**config.mk**
```make
export PLATFORM = sky130hd
export DESIGN_NAME = conv2d_window_engine
export DESIGN_NICKNAME = d
export VERILOG_FILES = /design/src/rtl/conv_pkg.sv /design/src/rtl/conv_window_counter.sv /design/src/rtl/conv2d_window_engine.sv
export SDC_FILE = /design/constraint.sdc
export NUM_CORES = 1
export LEC_CHECK = 0
export CELL_PAD_IN_SITES_DETAIL_PLACEMENT = 0
export CELL_PAD_IN_SITES_GLOBAL_PLACEMENT = 1
export CORE_AREA = 3 3 266 268
export DETAILED_ROUTE_END_ITERATION = 8
export DIE_AREA = 0 0 269 271
export PLACE_DENSITY = 0.73
export SETUP_SLACK_MARGIN = 0.1
export SYNTH_ARGS = -nofsm -noshare
export SYNTH_HDL_FRONTEND = slang
export SYNTH_HIERARCHICAL = 1
export SYNTH_SLANG_ARGS = --single-unit
```
**constraint.sdc**
```tcl
create_clock -name clock -period 9.9 [get_ports clock]
set_input_delay 1.98 -clock clock [delete_from_list [all_inputs] [get_ports clock]]
set_output_delay 1.98 -clock clock [all_outputs]
set_load 0.005 [all_outputs]
```
**src/rtl/conv_pkg.sv**
```systemverilog
// Shared types and helpers for the sliding-window convolution engine.
package conv_pkg;

  typedef enum logic [2:0] {
    IDLE  = 3'd0,
    CLEAR = 3'd1,
    MAC   = 3'd2,
    WRITE = 3'd3,
    DONE  = 3'd4
  } state_e;

  // Number of full windows along one side of the image.
  function automatic int out_size(input int img, input int ker, input int stride);
    return (img - ker) / stride + 1;
  endfunction

  // Index width that exactly addresses an array of n entries (at least 1 bit).
  function automatic int idx_w(input int n);
    return (n > 1) ? $clog2(n) : 1;
  endfunction

  // Clamp a sign-extended value into the signed range of out_w bits.
  function automatic logic signed [63:0] saturate(input logic signed [63:0] value,
                                                  input int out_w);
    logic signed [63:0] hi;
    logic signed [63:0] lo;
    hi = (64'sd1 <<< (out_w - 1)) - 64'sd1;
    lo = -hi - 64'sd1;
    if (value > hi)      return hi;
    else if (value < lo) return lo;
    else                 return value;
  endfunction

endpackage

```
**src/rtl/conv_window_counter.sv**
```systemverilog
// Nested window (wr,wc) and tap (kr,kc) index counters for the window engine.
module conv_window_counter #(
  parameter int KER_SIZE = 3,
  parameter int OUT_SIZE = 5,
  parameter int WIN_W    = 4,
  parameter int TAP_W    = 2
) (
  input  logic             clock,
  input  logic             nreset,
  input  logic             win_clear_i,
  input  logic             win_advance_i,
  input  logic             tap_clear_i,
  input  logic             tap_advance_i,
  output logic [WIN_W-1:0] wr_o,
  output logic [WIN_W-1:0] wc_o,
  output logic [TAP_W-1:0] kr_o,
  output logic [TAP_W-1:0] kc_o,
  output logic             last_tap_o,
  output logic             last_win_o
);

  localparam logic [WIN_W-1:0] WIN_LAST = WIN_W'(OUT_SIZE - 1);
  localparam logic [TAP_W-1:0] TAP_LAST = TAP_W'(KER_SIZE - 1);

  logic [WIN_W-1:0] wr_q, wr_d, wc_q, wc_d;
  logic [TAP_W-1:0] kr_q, kr_d, kc_q, kc_d;

  // Next-state: column counters wrap into their row counters.
  always_comb begin
    // NOTE: every signal gets a default first so no path leaves it unassigned (no latch).
    wr_d = wr_q;
    wc_d = wc_q;
    kr_d = kr_q;
    kc_d = kc_q;
    if (win_clear_i) begin
      wr_d = '0;
      wc_d = '0;
    end else if (win_advance_i) begin
      if (wc_q == WIN_LAST) begin
        wc_d = '0;
        wr_d = (wr_q == WIN_LAST) ? '0 : wr_q + WIN_W'(1);
      end else begin
        wc_d = wc_q + WIN_W'(1);
      end
    end
    if (tap_clear_i) begin
      kr_d = '0;
      kc_d = '0;
    end else if (tap_advance_i) begin
      if (kc_q == TAP_LAST) begin
        kc_d = '0;
        kr_d = (kr_q == TAP_LAST) ? '0 : kr_q + TAP_W'(1);
      end else begin
        kc_d = kc_q + TAP_W'(1);
      end
    end
  end

  // Counter state registers.
  always_ff @(posedge clock or negedge nreset) begin
    // NOTE: sequential state uses non-blocking assignments so all registers update together.
    if (!nreset) begin
      wr_q <= '0;
      wc_q <= '0;
      kr_q <= '0;
      kc_q <= '0;
    end else begin
      wr_q <= wr_d;
      wc_q <= wc_d;
      kr_q <= kr_d;
      kc_q <= kc_d;
    end
  end

  assign wr_o       = wr_q;
  assign wc_o       = wc_q;
  assign kr_o       = kr_q;
  assign kc_o       = kc_q;
  assign last_tap_o = (kr_q == TAP_LAST) && (kc_q == TAP_LAST);
  assign last_win_o = (wr_q == WIN_LAST) && (wc_q == WIN_LAST);

endmodule

```
**src/rtl/conv2d_window_engine.sv**
```systemverilog
// Sliding-window 2D convolution: one MAC per cycle, saturated registered results.
module conv2d_window_engine
  import conv_pkg::*;
#(
  parameter int  IMG_SIZE  = 7,
  parameter int  KER_SIZE  = 3,
  parameter int  STRIDE    = 1,
  parameter int  WIDTH_BIT = 8,
  parameter int  ACC_W     = 2 * WIDTH_BIT + 8,
  localparam int OUT_SIZE  = out_size(IMG_SIZE, KER_SIZE, STRIDE),
  localparam int IDX_W     = $clog2(OUT_SIZE) + 1
) (
  input  logic                        clock,
  input  logic                        nreset,
  input  logic                        start,
  input  logic signed [WIDTH_BIT-1:0] inpMatrixI [IMG_SIZE][IMG_SIZE],
  input  logic signed [WIDTH_BIT-1:0] kernel [KER_SIZE][KER_SIZE],
  output logic                        busy,
  output logic                        done,
  output logic                        out_valid,
  output logic [IDX_W-1:0]            out_row,
  output logic [IDX_W-1:0]            out_col,
  output logic signed [WIDTH_BIT-1:0] out_data,
  output logic signed [WIDTH_BIT-1:0] convOut [OUT_SIZE][OUT_SIZE]
);

  localparam int OUT_IW = idx_w(OUT_SIZE);
  localparam int IMG_IW = idx_w(IMG_SIZE);
  localparam int KER_IW = idx_w(KER_SIZE);

  state_e state_q, state_d;

  logic [IDX_W-1:0]  wr, wc;
  logic [KER_IW-1:0] kr, kc;
  logic              last_tap, last_win;

  logic [IMG_IW-1:0]            row_idx, col_idx;
  logic signed [2*WIDTH_BIT-1:0] prod;
  logic signed [WIDTH_BIT-1:0]  sat;

  logic signed [ACC_W-1:0]     acc_q;
  logic                        busy_q, done_q, out_valid_q;
  logic [IDX_W-1:0]            out_row_q, out_col_q;
  logic signed [WIDTH_BIT-1:0] out_data_q;
  logic signed [WIDTH_BIT-1:0] conv_q [OUT_SIZE][OUT_SIZE];

  conv_window_counter #(
    .KER_SIZE (KER_SIZE),
    .OUT_SIZE (OUT_SIZE),
    .WIN_W    (IDX_W),
    .TAP_W    (KER_IW)
  ) u_counter (
    .clock         (clock),
    .nreset        (nreset),
    .win_clear_i   ((state_q == IDLE) && start),
    .win_advance_i (state_q == WRITE),
    .tap_clear_i   (state_q == CLEAR),
    .tap_advance_i (state_q == MAC),
    .wr_o          (wr),
    .wc_o          (wc),
    .kr_o          (kr),
    .kc_o          (kc),
    .last_tap_o    (last_tap),
    .last_win_o    (last_win)
  );

  // Sequencing: one clear, K*K MACs and one write per window, then a done cycle.
  always_comb begin
    state_d = state_q;
    unique case (state_q)
      IDLE:    if (start) state_d = CLEAR;
      CLEAR:   state_d = MAC;
      MAC:     if (last_tap) state_d = WRITE;
      WRITE:   state_d = last_win ? DONE : CLEAR;
      DONE:    state_d = IDLE;
      default: state_d = IDLE;
    endcase
  end

  // Current tap product and saturated accumulator value.
  always_comb begin
    row_idx = IMG_IW'(int'(wr) * STRIDE + int'(kr));
    col_idx = IMG_IW'(int'(wc) * STRIDE + int'(kc));
    prod    = (2*WIDTH_BIT)'(inpMatrixI[row_idx][col_idx]) * (2*WIDTH_BIT)'(kernel[kr][kc]);
    sat     = WIDTH_BIT'(saturate(64'(acc_q), WIDTH_BIT));
  end

  // Control, accumulator and result registers.
  always_ff @(posedge clock or negedge nreset) begin
    if (!nreset) begin
      state_q     <= IDLE;
      acc_q       <= '0;
      busy_q      <= 1'b0;
      done_q      <= 1'b0;
      out_valid_q <= 1'b0;
      out_row_q   <= '0;
      out_col_q   <= '0;
      out_data_q  <= '0;
      // NOTE: the result matrix is a flop array visible on a port, so it is reset like any register.
      for (int r = 0; r < OUT_SIZE; r++)
        for (int c = 0; c < OUT_SIZE; c++)
          conv_q[r][c] <= '0;
    end else begin
      state_q     <= state_d;
      done_q      <= (state_q == DONE);
      out_valid_q <= (state_q == WRITE);
      if ((state_q == IDLE) && start) busy_q <= 1'b1;
      else if (state_q == DONE)       busy_q <= 1'b0;
      if (state_q == CLEAR)    acc_q <= '0;
      else if (state_q == MAC) acc_q <= acc_q + ACC_W'(prod);
      if (state_q == WRITE) begin
        conv_q[wr[OUT_IW-1:0]][wc[OUT_IW-1:0]] <= sat;
        out_data_q <= sat;
        out_row_q  <= wr;
        out_col_q  <= wc;
      end
    end
  end

  assign busy      = busy_q;
  assign done      = done_q;
  assign out_valid = out_valid_q;
  assign out_row   = out_row_q;
  assign out_col   = out_col_q;
  assign out_data  = out_data_q;
  assign convOut   = conv_q;

endmodule

```
# Word-level counts from Yosys, hierarchy flattened
# Index checks and enable logic that the tools add are counted.
op_classes:
  add_sub_neg: 7
  mul: 1
  div: 0
  n_lt_le_gt_ge: 10
  eq_ne: 10
  n_shift: 0
  n_mux: 41
  bitwise_logic: 6
  n_reduce_logical: 14
ops:
  columns: ["op", "count"]
  rows:
  - ["200-bit bitwise mux", 1]
  - ["56-bit binary-select mux with 3-bit select", 1]
  - ["40-bit demux with 3-bit select", 1]
  - ["56-bit 2-to-1 mux", 2]
  - ["24-bit 2-to-1 mux", 4]
  - ["8-bit 2-to-1 mux", 7]
  - ["24-bit binary-select mux with 2-bit select", 1]
  - ["40-bit 2-to-1 mux", 1]
  - ["4-bit 2-to-1 mux", 7]
  - ["24-bit by 16-bit adder with 24-bit output", 1]
  - ["8-bit binary-select mux with 3-bit select", 1]
  - ["8-bit demux with 3-bit select", 1]
  - ["24-bit by 8-bit greater-than comparator with 1-bit output, second input constant", 1]
  - ["24-bit by 8-bit < comparator with 1-bit output, second input constant", 1]
  - ["8-bit binary-select mux with 2-bit select", 1]
  - ["4-bit >= comparator, second input constant", 4]
  - ["8-bit by 8-bit multiplier with 16-bit output", 1]
  - ["3-bit NOT with 4-bit output", 4]
  - ["2-bit 2-to-1 mux", 7]
  - ["3-bit case mux with 4 select lines", 1]
  - ["2-bit nonzero test", 5]
  - ["3-bit 2-to-1 mux", 3]
  - ["4-bit by 1-bit adder with 4-bit output, second input constant", 2]
  - ["4-bit by 3-bit equality test with 1-bit output, second input constant", 2]
  - ["other kinds (14)", 29]
word_totals:
  ff_bits: 258
  latchBits: 0
  mem_bits_rw: 0
  romBits: 0
  in_bits: 467
  out_inout_bits: 219
  elab_cells: 126
  mem_count: 0

# Longest topological paths before layout
# Gate-level depths: netlist (run 1).
logic_depth:
  ltp_word: 12
  depth_mapped: 32
  ltp_nobuf: 28

# Hierarchy
# The synthesis (run 1) kept the hierarchy.
modules_own_cells:
  columns: ["module", "instances", "cells_per_inst", "area_per_inst_um2", "seq_area_each_um2"]
  rows:
  - ["conv2d_window_engine", 1, 1802, 17675.7, 6155.9]
  - ["conv_window_counter", 1, 69, 669.4, 300.3]

# Least setup slack after synthesis (run 1)
# OpenSTA, ideal clock, no wires.
synth_timing:
  path_type: "register to register"
  from: "register u_counter.kr_q[1], in the netlist u_counter/kr_o[1]"
  to: "register acc_q[21]"
  setup_ns: 0.083
  t_arrival_ns: 8.020
  required_time_ns: 9.817
  setup_slack_ns: 1.798
  path_stages_with_launch: 28
  n_path_buf: 5
  period_less_slack_ns: 8.102
  cell_sequence: "dfrtp_1 > buf_2 > buf_2 > inv_1 > fa_1 > xnor2_2 > buf_6 > buf_2 > buf_2 > nand2_1 > nand3_1 > a31oi_1 > nand2_1 > o22ai_2 > nor2_1 > fa_1 > fa_1 > fa_1 > fa_1 > ha_1 > ha_1 > nand3_1 > o211ai_1 > nand2_1 > o31ai_1 > a41oi_1 > xor2_1 > o21ai_0"
synth_between:
  elab_chain_len: 12
  word_cells_on_any_way: 19
  cone_classes: "add/sub: 2; mul: 1; mux: 14; bitwise: 2"
synth_lines:
  columns: ["item", "line", "source"]
  rows:
  - ["from (decl)", "conv_window_counter.sv:26", "logic [TAP_W-1:0] kr_q, kr_d, kc_q, kc_d;"]
  - ["from (signal assigned)", "conv_window_counter.sv:70", "kr_q <= kr_d;"]
  - ["3-bit by 2-bit adder with 3-bit output", "conv2d_window_engine.sv:82", "row_idx = IMG_IW'(int'(wr) * STRIDE + int'(kr));"]
  - ["3-bit NOT with 4-bit output (implied by the code)", "conv2d_window_engine.sv:84", "prod = (2*WIDTH_BIT)'(inpMatrixI[row_idx][col_idx]) * (2*WIDTH_BIT)'(kernel[kr][kc]);"]
  - ["56-bit binary-select mux with 3-bit select", "conv2d_window_engine.sv:84", null]
  - ["56-bit 2-to-1 mux (implied by the code) (2 in series)", "conv2d_window_engine.sv:84", null]
  - ["8-bit binary-select mux with 3-bit select", "conv2d_window_engine.sv:84", null]
  - ["8-bit 2-to-1 mux (implied by the code) (2 in series)", "conv2d_window_engine.sv:84", null]
  - ["8-bit by 8-bit multiplier with 16-bit output *", "conv2d_window_engine.sv:84", null]
  - ["24-bit by 16-bit adder with 24-bit output *", "conv2d_window_engine.sv:110", "else if (state_q == MAC) acc_q <= acc_q + ACC_W'(prod);"]
  - ["24-bit 2-to-1 mux *", "conv2d_window_engine.sv:110", null]
  - ["24-bit 2-to-1 mux *", "conv2d_window_engine.sv:109", "if (state_q == CLEAR) acc_q <= '0;"]
  - ["to (signal assigned)", "conv2d_window_engine.sv:110", null]
  - ["to (decl)", "conv2d_window_engine.sv:41", "logic signed [ACC_W-1:0] acc_q;"]
# Every way passes the cells marked *; elsewhere a longest branch is shown, timed or not. The select of a mux whose other input is x is not followed.
# A chain may end at the register's enable or synchronous reset.

# Final worst setup path (run 1)
layout_timing:
  from: "register u_counter.wr_q[1], in the netlist u_counter/wr_o[1]"
  to: "register acc_q[21]"
layout_between:
  elab_chain_len: 12
layout_lines:
  columns: ["item", "line", "source"]
  rows:
  - ["from (decl)", "conv_window_counter.sv:25", "logic [WIN_W-1:0] wr_q, wr_d, wc_q, wc_d;"]
  - ["from (signal assigned)", "conv_window_counter.sv:68", "wr_q <= wr_d;"]
  - ["3-bit by 2-bit adder with 3-bit output", "conv2d_window_engine.sv:82", null]
  - ["3-bit NOT with 4-bit output (implied by the code)", "conv2d_window_engine.sv:84", null]
  - ["56-bit binary-select mux with 3-bit select", "conv2d_window_engine.sv:84", null]
  - ["56-bit 2-to-1 mux (implied by the code) (2 in series)", "conv2d_window_engine.sv:84", null]
  - ["8-bit binary-select mux with 3-bit select", "conv2d_window_engine.sv:84", null]
  - ["8-bit 2-to-1 mux (implied by the code) (2 in series)", "conv2d_window_engine.sv:84", null]
  - ["8-bit by 8-bit multiplier with 16-bit output", "conv2d_window_engine.sv:84", null]
  - ["24-bit by 16-bit adder with 24-bit output", "conv2d_window_engine.sv:110", null]
  - ["24-bit 2-to-1 mux", "conv2d_window_engine.sv:110", null]
  - ["24-bit 2-to-1 mux", "conv2d_window_engine.sv:109", null]
# No other way between the ends. The select of a mux whose other input is x is not followed.

==> run_results.csv, run 1 <==
group,metric,value,unit
route,firstDrtPassIters,5,
timing,rsz0062_at_grt,"false",
final_layout,n_fill_cell,6746,
clocking,cts_root_buffer,"clkbuf_16",
route,routed_wl,89300,um
worst_setup_path,required,10.36,ns
placed_design,gp_congestion,0.996,
worst_setup_path,crit_arrival,9.42,ns
worst_setup_path,r2r-end,"acc_q[21]",
clocking,cts_made_buffers,28,
timing,skew,0.0357,ns
placed_design,port_buffers,685,
worst_setup_path,crit_type,"flop to flop",
worst_setup_path,critical_path.startpoint,"u_counter/wr_o[1]",
floorplanning,die_area,72900,um2
floorplanning,row_count,96,
final_layout,final_area,27300,um2
hold_path,holdPathStages,2,
worst_setup_path,end_kind,"flop",
clocking,cts_hold_buf,0,
logic_synthesis,synthesis.area,18300,um2
timing,setup_viol,0,
route,wl_per_cell,25.6,um
worst_setup_path,critPathSlowestCell,"xor2_4",
logic_synthesis,syn-num-nets,2504,
worst_setup_path,r2r.worst_path.cells,26,
worst_setup_path,crit_buf_inv,5,
timing,report.final.slew_viol_count,0,
final_layout,area_growth,48.7,%
clocking,clock-sinks,258,
route,via_count,17700,
route,drt_iter0_drc,1208,
final_layout,final_nets,3152,
grt,grt_overflow_total,0,
floorplanning,core-area,68600,um2
run_status,status,"finished clean",
logic_synthesis,ys_seq_area_frac,0.352,
grt,grt_pass1_vias,18100,
timing,relSlewSlack,0.232,
worst_setup_path,max_stage_delay,0.82,ns
floorplanning,die_h,271,um
timing,post-route-period-util,0.905,
grt,grt_pass1_wl,127000,um
route,drc,0,
grt,grt_usage,0.236,
route,drtAntennaViolNets,0,
floorplanning,pin_count,686,
clocking,cts_tree,"done",
logic_synthesis,synth_edf_count,0,
placed_design,dp_hpwl,71800,um
floorplanning,start_util,0.267,
timing,worst_pin_slew,1.15,ns
hold_path,worstHoldEndpoint,"out_row[2]",
timing,layout_min_cycle_time,8.96,ns
clocking,cts-resized-gates,0,
logic_synthesis,synth.distinct_cells,73,
worst_setup_path,start_kind,"flop",
grt,grt_max_degree,123,
logic_synthesis,synth_ff_type,"dfrtp_1",
logic_synthesis,syn_area_per_cell,9.80,um2
clocking,cts_buffer_depth,3,
hold_path,hp-start,"out_row[2]",
timing,finalSetupTns,0,ns
clocking,post_cts_buffers,0,
worst_setup_path,critPathMostFrequentCell,"fa_1",
clocking,htreeDepth,1,
route,routed_via_density,5.08,
placed_design,place_area,26300,um2
worst_setup_path,r2r-start,"u_counter/wr_o[1]",
logic_synthesis,async_flop_share,1.00,
final_layout,drive_gt1_frac,0.103,
clocking,clk_pin_slew,0.06,ns
logic_synthesis,syn_inst,1871,
job,cap_violations,0,
floorplanning,die_width,269,um
worst_setup_path,r2r_setup_slack,0.94,ns
timing,final_hold_viol_count,0,
hold_path,hold_path.class,"flop to flop",
clocking,clkLatencyLatePin,0.58,ns
worst_setup_path,crit_fanout,29,
logic_synthesis,yosysWarnings,6,
logic_synthesis,ys_ff_latch,258,
timing,timing.fmax,112,MHz
grt,antenna_found_initial,25,
worst_setup_path,cp_top_family,"adder cells",
[flip-flops by register name, summed over array words and instances (netlist names)]
register,count
out_row,4
out_valid,1
u_counter/wc_o,4
done,1
u_counter/kc_o,2
out_col,4
convOut,200
state_q,3
u_counter/kr_o,2
acc_q,24
u_counter/wr_o,4
out_data,8
busy,1
[how the worst max path moves through the flow]
stage,end,cells past startpoint
floorplan,acc_q[21],27
global placement,acc_q[21],23
detailed placement,acc_q[21],23
CTS,acc_q[21],26
global route,acc_q[21],26
finish,acc_q[21],26
[final cells by class]
type | instances | area [um2] | share of cell area
multi-input combinational | 1370 | 10900 | 0.401
sequential | 258 | 6460 | 0.237
inverter | 127 | 477 | 0.0175
clock buffer | 43 | 827 | 0.0303
tap | 931 | 1160 | 0.0427
clock inverter | 9 | 105 | 0.00385
antenna | 19 | 47.5 | 0.00174
timing repair buffer | 734 | 7270 | 0.266
[cells in the mapped netlist (all sizes together) (4+ instances only)]
master / count / area (um2)
xor2: 9 / 86.3
a22oi: 7 / 52.6
ha: 59 / 738
buf: 53 / 325
nor2b: 11 / 68.8
dfrtp: 258 / 6460
inv: 125 / 469
o22ai: 22 / 144
o211ai: 27 / 203
nand3b: 7 / 52.6
nor2: 81 / 309
fa: 107 / 2140
nor3b: 6 / 45.0
a211oi: 4 / 30.0
nor4: 9 / 68.8
a311oi: 23 / 201
o31ai: 6 / 45.0
xnor2: 18 / 165
o221ai: 8 / 101
a21oi: 54 / 270
o21ai: 201 / 1010
nand3: 48 / 240
nand4: 12 / 75.1
nor3: 19 / 95.1
or3: 17 / 106
mux2: 83 / 935
mux2i: 41 / 410
nand2: 316 / 1190
a31oi: 26 / 163
clkbuf: 63 / 236
mux4: 50 / 1130
o21a: 11 / 82.6
o22a: 8 / 70.1
or2: 16 / 100
nand2b: 14 / 87.6
a221oi: 5 / 43.8
[routing by layer]
metal	share of wire	GRT usage	wire (um)
met2	0.49	0.405	44100
met1	0.40	0.290	35400
met5	0.00013	0	12
met4	0.044	0.0998	3950
met3	0.066	0.0410	5880
[cells in the final DEF (no fill, tap or decap), drive strengths merged, types with 11 or more instances in the layout]
cell type      count
mux2              83
a21oi             54
or3               17
dfrtp            258
fa               107
nand4             12
a311oi            23
diode             19
nor2b             11
xnor2             18
inv              126
mux2i             41
nand2            316
nand3             48
o211ai            27
clkbuf            43
or2               16
nor2              81
o21ai            201
nand2b            14
o22ai             22
clkdlybuf4s50    684
ha                59
buf               50
a31oi             26
mux4              50
o21a              11
nor3              19
[tightest hold or removal path, cell delays in order (launching register included)]
cell	delay, ns
dfrtp_1	0.34
nand2_1	0.05
nand2_1	0.06
[cells by family (layout without fill, tap and decap cells)]
logic type / count (synthesis) / after routing / synth area share
AND/OR/NAND/NOR: 574 / 574 / 0.141
buffers and inverters: 243 / 913 / 0.0566
other: 0 / 19 / 0
adder cells (fa/ha/maj): 166 / 166 / 0.157
XOR/XNOR: 27 / 27 / 0.0137
flip-flops: 258 / 258 / 0.352
AO/OA/AOI/OAI: 429 / 429 / 0.145
multiplexers: 174 / 174 / 0.135
[metrics by stage]
stage / std cells / hold slack [ns] / util / setup WS, ns
global route: 3487 / 0.496 / 0.398 / 0.439
CTS: 3472 / 0.478 / 0.397 / 0.994
floorplan: 1871 / 0.461 / - / 1.80
detailed placement: 3420 / 0.465 / 0.383 / 0.877
finish: 3491 / 0.476 / 0.398 / 0.936
global placement: 3420 / 0.463 / 0.383 / 0.859
Power of run 1 is left out: the tool's default activity adds up to more than one toggle a clock period on the data nets, which glitch-free logic cannot reach.
==> inputs of run 2 (changes only) <==
Settings changed: CAP_MARGIN set to 20, GPL_ROUTABILITY_DRIVEN set to 0.
Clock period 9.9 ns to 10.35 ns, I/O delays scaled along.
==> run 2 against run 1 <==
  * Clock-buffer cell count down 5
  * Routed wire length down 1.2%
  * Global-route usage down 0.21 points
  * Design area about the same
==> run_results.csv, run 2 (synthesis results as in run 1) <==
group,metric,value,unit
run_status,status,"finished clean",
timing,setup_viol,0,
grt,antenna_found_initial,29,
final_layout,final_nets,3139,
timing,rsz0062_at_grt,"false",
clocking,htreeDepth,1,
worst_setup_path,crit_type,"flop to flop",
timing,relSlewSlack,0.280,
floorplanning,core-area,68600,um2
clocking,clkLatencyLatePin,0.58,ns
worst_setup_path,max_stage_delay,0.82,ns
floorplanning,row_count,96,
final_layout,area_growth,48.8,%
route,drtAntennaViolNets,0,
worst_setup_path,critPathSlowestCell,"xnor2_4",
timing,timing.fmax,111,MHz
worst_setup_path,r2r_setup_slack,1.32,ns
worst_setup_path,r2r-end,"acc_q[21]",
grt,grt_max_degree,113,
grt,grt_usage,0.234,
worst_setup_path,crit_fanout,83,
final_layout,drive_gt1_frac,0.0998,
hold_path,hp-start,"convOut[166]",
worst_setup_path,r2r-start,"u_counter/wr_o[1]",
hold_path,worstHoldEndpoint,"convOut[166]",
grt,grt_pass1_vias,17900,
clocking,cts-resized-gates,0,
worst_setup_path,critPathMostFrequentCell,"fa_1",
final_layout,largest_reg_flops,200,
final_layout,final_common_cell,"clkdlybuf4s50_1",
clocking,cts_hold_buf,0,
timing,layout_min_cycle_time,9.03,ns
route,drc,0,
placed_design,dp_hpwl,71100,um
worst_setup_path,start_kind,"flop",
placed_design,port_buffers,685,
worst_setup_path,end_kind,"flop",
grt,grt_pass1_wl,125000,um
hold_path,holdPathStages,2,
timing,final_hold_viol_count,0,
clocking,cts_root_buffer,"clkbuf_16",
floorplanning,pin_count,686,
final_layout,layout_common_cells,"clkdlybuf4s50_1 (684), nand2_1 (316), dfrtp_1 (258), o21ai_0 (193), inv_1 (123)",
final_layout,final_area,27300,um2
timing,worst_pin_slew,1.08,ns
route,firstDrtPassIters,7,
grt,grt_overflow_total,0,
placed_design,place_area,26200,um2
worst_setup_path,required,10.82,ns
route,via_count,17500,
floorplanning,die_h,271,um
worst_setup_path,r2r.worst_path.cells,25,
worst_setup_path,crit_buf_inv,5,
worst_setup_path,crit_arrival,9.50,ns
job,cap_violations,0,
timing,post-route-period-util,0.872,
clocking,cts_buffer_depth,3,
route,routed_via_density,5.01,
final_layout,n_fill_cell,6693,
clocking,cts_made_buffers,29,
hold_path,hold_path.class,"flop to flop",
timing,report.final.slew_viol_count,0,
floorplanning,die_width,269,um
timing,finalSetupTns,0,ns
clocking,clock-sinks,258,
route,drt_iter0_drc,1276,
worst_setup_path,cp_top_family,"adder cells",
route,routed_wl,88200,um
floorplanning,start_util,0.267,
route,wl_per_cell,25.3,um
timing,skew,0.0256,ns
clocking,post_cts_buffers,0,
clocking,clk_pin_slew,0.06,ns
floorplanning,die_area,72900,um2
clocking,cts_tree,"done",
-- run 2: cell types whose count changed in the layout (fill, tap and decap cells not counted), moves of 2 or more --
| cell | previous run | this run |
|---|---|---|
| buf_4 | 46 | 32 |
| diode_2 | 19 | 28 |
| clkbuf_1 | 8 | 3 |
| bufinv_16 | 1 | 5 |
| inv_8 | 0 | 2 |
-- run 2: worst max-delay path by stage --
stage	start	endpoint	slack, ns	cells after the start
after floorplan	inpMatrixI[199]	acc_q[21]	2.20	20
after global placement	inpMatrixI[155]	acc_q[21]	1.16	23
after detailed placement	inpMatrixI[155]	acc_q[21]	1.24	23
after CTS	u_counter/wr_o[1]	acc_q[21]	1.41	25
after global routing	u_counter/wr_o[1]	acc_q[21]	0.77	25
final	u_counter/wr_o[1]	acc_q[21]	1.32	25
-- run 2: routing by layer --
layer	global-route usage	vias up	part of all wire
met5	0	-	0.00041
met4	0.108	6	0.047
met3	0.0530	141	0.070
met2	0.395	713	0.49
met1	0.282	8704	0.39
li1	-	7893	-
-- run 2: layout make-up --
cell class	instances	area, um2	area share
clock inverters	13	218	0.00798
well taps	931	1160	0.0427
diodes	28	70.1	0.00257
multi-input cells	1370	10900	0.401
repair buffers	720	7160	0.262
clock buffers	38	820	0.0300
inverters	127	477	0.0175
flip-flops and latches	258	6460	0.237
-- run 2: tightest hold or removal path, delay by kind of cell, from the launching register on --
| family | cells | cell delay, ns |
|---|---|---|
| DFF | 1 | 0.34 |
| AOI/OAI and AO/OA | 1 | 0.06 |
| and+or+nand+nor | 1 | 0.04 |
-- run 2: metrics by stage --
| step | worst slack (ns) | hold slack, ns | std cells | utilization |
|---|---|---|---|---|
| floorplan | 2.20 | 0.461 | 1871 | - |
| global placement | 1.16 | 0.463 | 3405 | 0.382 |
| detailed placement | 1.24 | 0.469 | 3405 | 0.382 |
| CTS | 1.41 | 0.482 | 3456 | 0.397 |
| global route | 0.766 | 0.495 | 3477 | 0.398 |
| finish | 1.32 | 0.477 | 3485 | 0.398 |
Power of run 2 is left out for the same reason.
==> inputs of run 3 (changes only) <==
Settings changed: CTS_CLUSTER_SIZE set to 40.
==> run 3 against run 2 <==
  * Clock skew increased by 0.0016 ns
  * Routed wire length increased by 0.15%
  * Highest routed layer unchanged
  * Hold slack about the same
  * Via count increased by 0.37%
  * Final cell count about the same
  * Worst setup slack improved by 0.054 ns
  * Critical path type unchanged
  * Flip-flop and latch count unchanged
  * First-iteration DRC count increased by 6.4%
  * Sequential share of layout area unchanged
  * Die area unchanged
  * Core utilization unchanged
  * Clock-buffer cell count unchanged
==> run_results.csv, run 3 (synthesis results as in run 1) <==
group,metric,value,unit
run_status,status,"finished clean",
route,routed_wl,88300,um
final_layout,layout_common_cells,"clkdlybuf4s50_1 (684), nand2_1 (316), dfrtp_1 (258), o21ai_0 (193), inv_1 (123)",
route,drtAntennaViolNets,0,
floorplanning,die_h,271,um
clocking,htreeDepth,1,
timing,skew,0.0272,ns
timing,worst_pin_slew,1.14,ns
timing,timing.fmax,111,MHz
placed_design,place_area,26200,um2
timing,post-route-period-util,0.867,
job,cap_violations,0,
placed_design,dpl.cell_count,3405,
route,drc,0,
clocking,cts-resized-gates,0,
final_layout,final_common_cell,"clkdlybuf4s50_1",
grt,antenna_found_initial,28,
clocking,clock-sinks,258,
worst_setup_path,required,10.82,ns
grt,grt_usage,0.234,
route,drt_iter0_drc,1358,
timing,report.final.slew_viol_count,0,
route,routed_via_density,5.03,
floorplanning,die_width,269,um
timing,setup_viol,0,
final_layout,final_nets,3138,
placed_design,port_buffers,685,
grt,grt_max_degree,113,
grt,grt_pass1_wl,126000,um
clocking,cts_root_buffer,"clkbuf_16",
clocking,clkLatencyLatePin,0.57,ns
final_layout,final_area,27300,um2
clocking,clk_pin_slew,0.06,ns
route,via_count,17500,
timing,rsz0062_at_grt,"false",
worst_setup_path,start_kind,"flop",
timing,finalSetupTns,0,ns
grt,grt_pass1_vias,18000,
final_layout,layout.cells.non_filler,3483,
floorplanning,pin_count,686,
grt,grt_overflow_total,0,
floorplanning,start_util,0.267,
final_layout,area_growth,48.8,%
clocking,cts_made_buffers,28,
timing,relSlewSlack,0.236,
timing,layout_min_cycle_time,8.97,ns
route,wl_per_cell,25.4,um
clocking,cts_hold_buf,0,
floorplanning,core-area,68600,um2
floorplanning,die_area,72900,um2
worst_setup_path,crit_type,"flop to flop",
worst_setup_path,crit_fanout,83,
placed_design,dp_hpwl,71100,um
worst_setup_path,crit_arrival,9.44,ns
clocking,post_cts_buffers,0,
final_layout,drive_gt1_frac,0.100,
clocking,cts_buffer_depth,3,
floorplanning,row_count,96,
clocking,cts_tree,"done",
final_layout,largest_reg_flops,200,
route,firstDrtPassIters,5,
worst_setup_path,end_kind,"flop",
hold_path,hold_path.class,"flop to flop",
timing,final_hold_viol_count,0,
run 3: layout make-up:
type                            count  area, um2
Multi-Input combinational cell   1370      10900
Antenna cell                       25       62.6
Clock buffer                       38        808
Fill cell                        6681      41300
Clock inverter                     14        240
Sequential cell                   258       6460
Inverter                          127        477
Tap cell                          931       1160
Timing Repair Buffer              720       7150
run 3: final timing paths:
kind | cells past startpoint | slack, ns | start | endpoint
setup / recovery | 25 | 1.38 | u_counter/wr_o[1] | acc_q[21]
hold / removal | 2 | 0.48 | convOut[117] | convOut[117]
setup reg to reg | 25 | 1.38 | u_counter/wr_o[1] | acc_q[21]
hold reg to reg | 2 | 0.48 | convOut[117] | convOut[117]
max in group asynchronous | 2 | 7.23 | nreset | acc_q[9]
min in group asynchronous | 1 | 1.58 | nreset | convOut[31]
run 3: layer usage:
layer,up-vias,wire (um),track usage
met1,8724,34600,0.281
met2,765,43200,0.393
met4,6,4300,0.113
met5,-,36,0
li1,7882,-,-
met3,144,6250,0.0508
run 3: stage by stage:
step                      setup WS, ns  hold slack (ns)   util
after global routing             0.766            0.494  0.398
after detailed placement          1.24            0.469  0.382
after global placement            1.16            0.463  0.382
after CTS                         1.42            0.482  0.397
final                             1.38            0.477  0.398
after floorplan                   2.20            0.461      -
run 3: critical path, stage by stage (launching register included):
cell      delay [ns]
dfrtp_1         0.51
inv_1           0.21
fa_2            0.52
xnor2_4         0.82
buf_12          0.38
mux4_2          0.36
o22ai_1         0.41
nor3_1          0.21
o221ai_2        0.44
or2_1           0.20
fa_1            0.45
fa_1            0.59
inv_1           0.07
fa_1            0.52
fa_1            0.55
inv_1           0.06
fa_1            0.53
inv_1           0.04
ha_1            0.35
nand3_1         0.09
o211ai_1        0.31
nand2_1         0.09
o31ai_1         0.55
a41oi_1         0.23
xor2_1          0.18
o21ai_0         0.15
Power of run 3 is left out for the same reason.
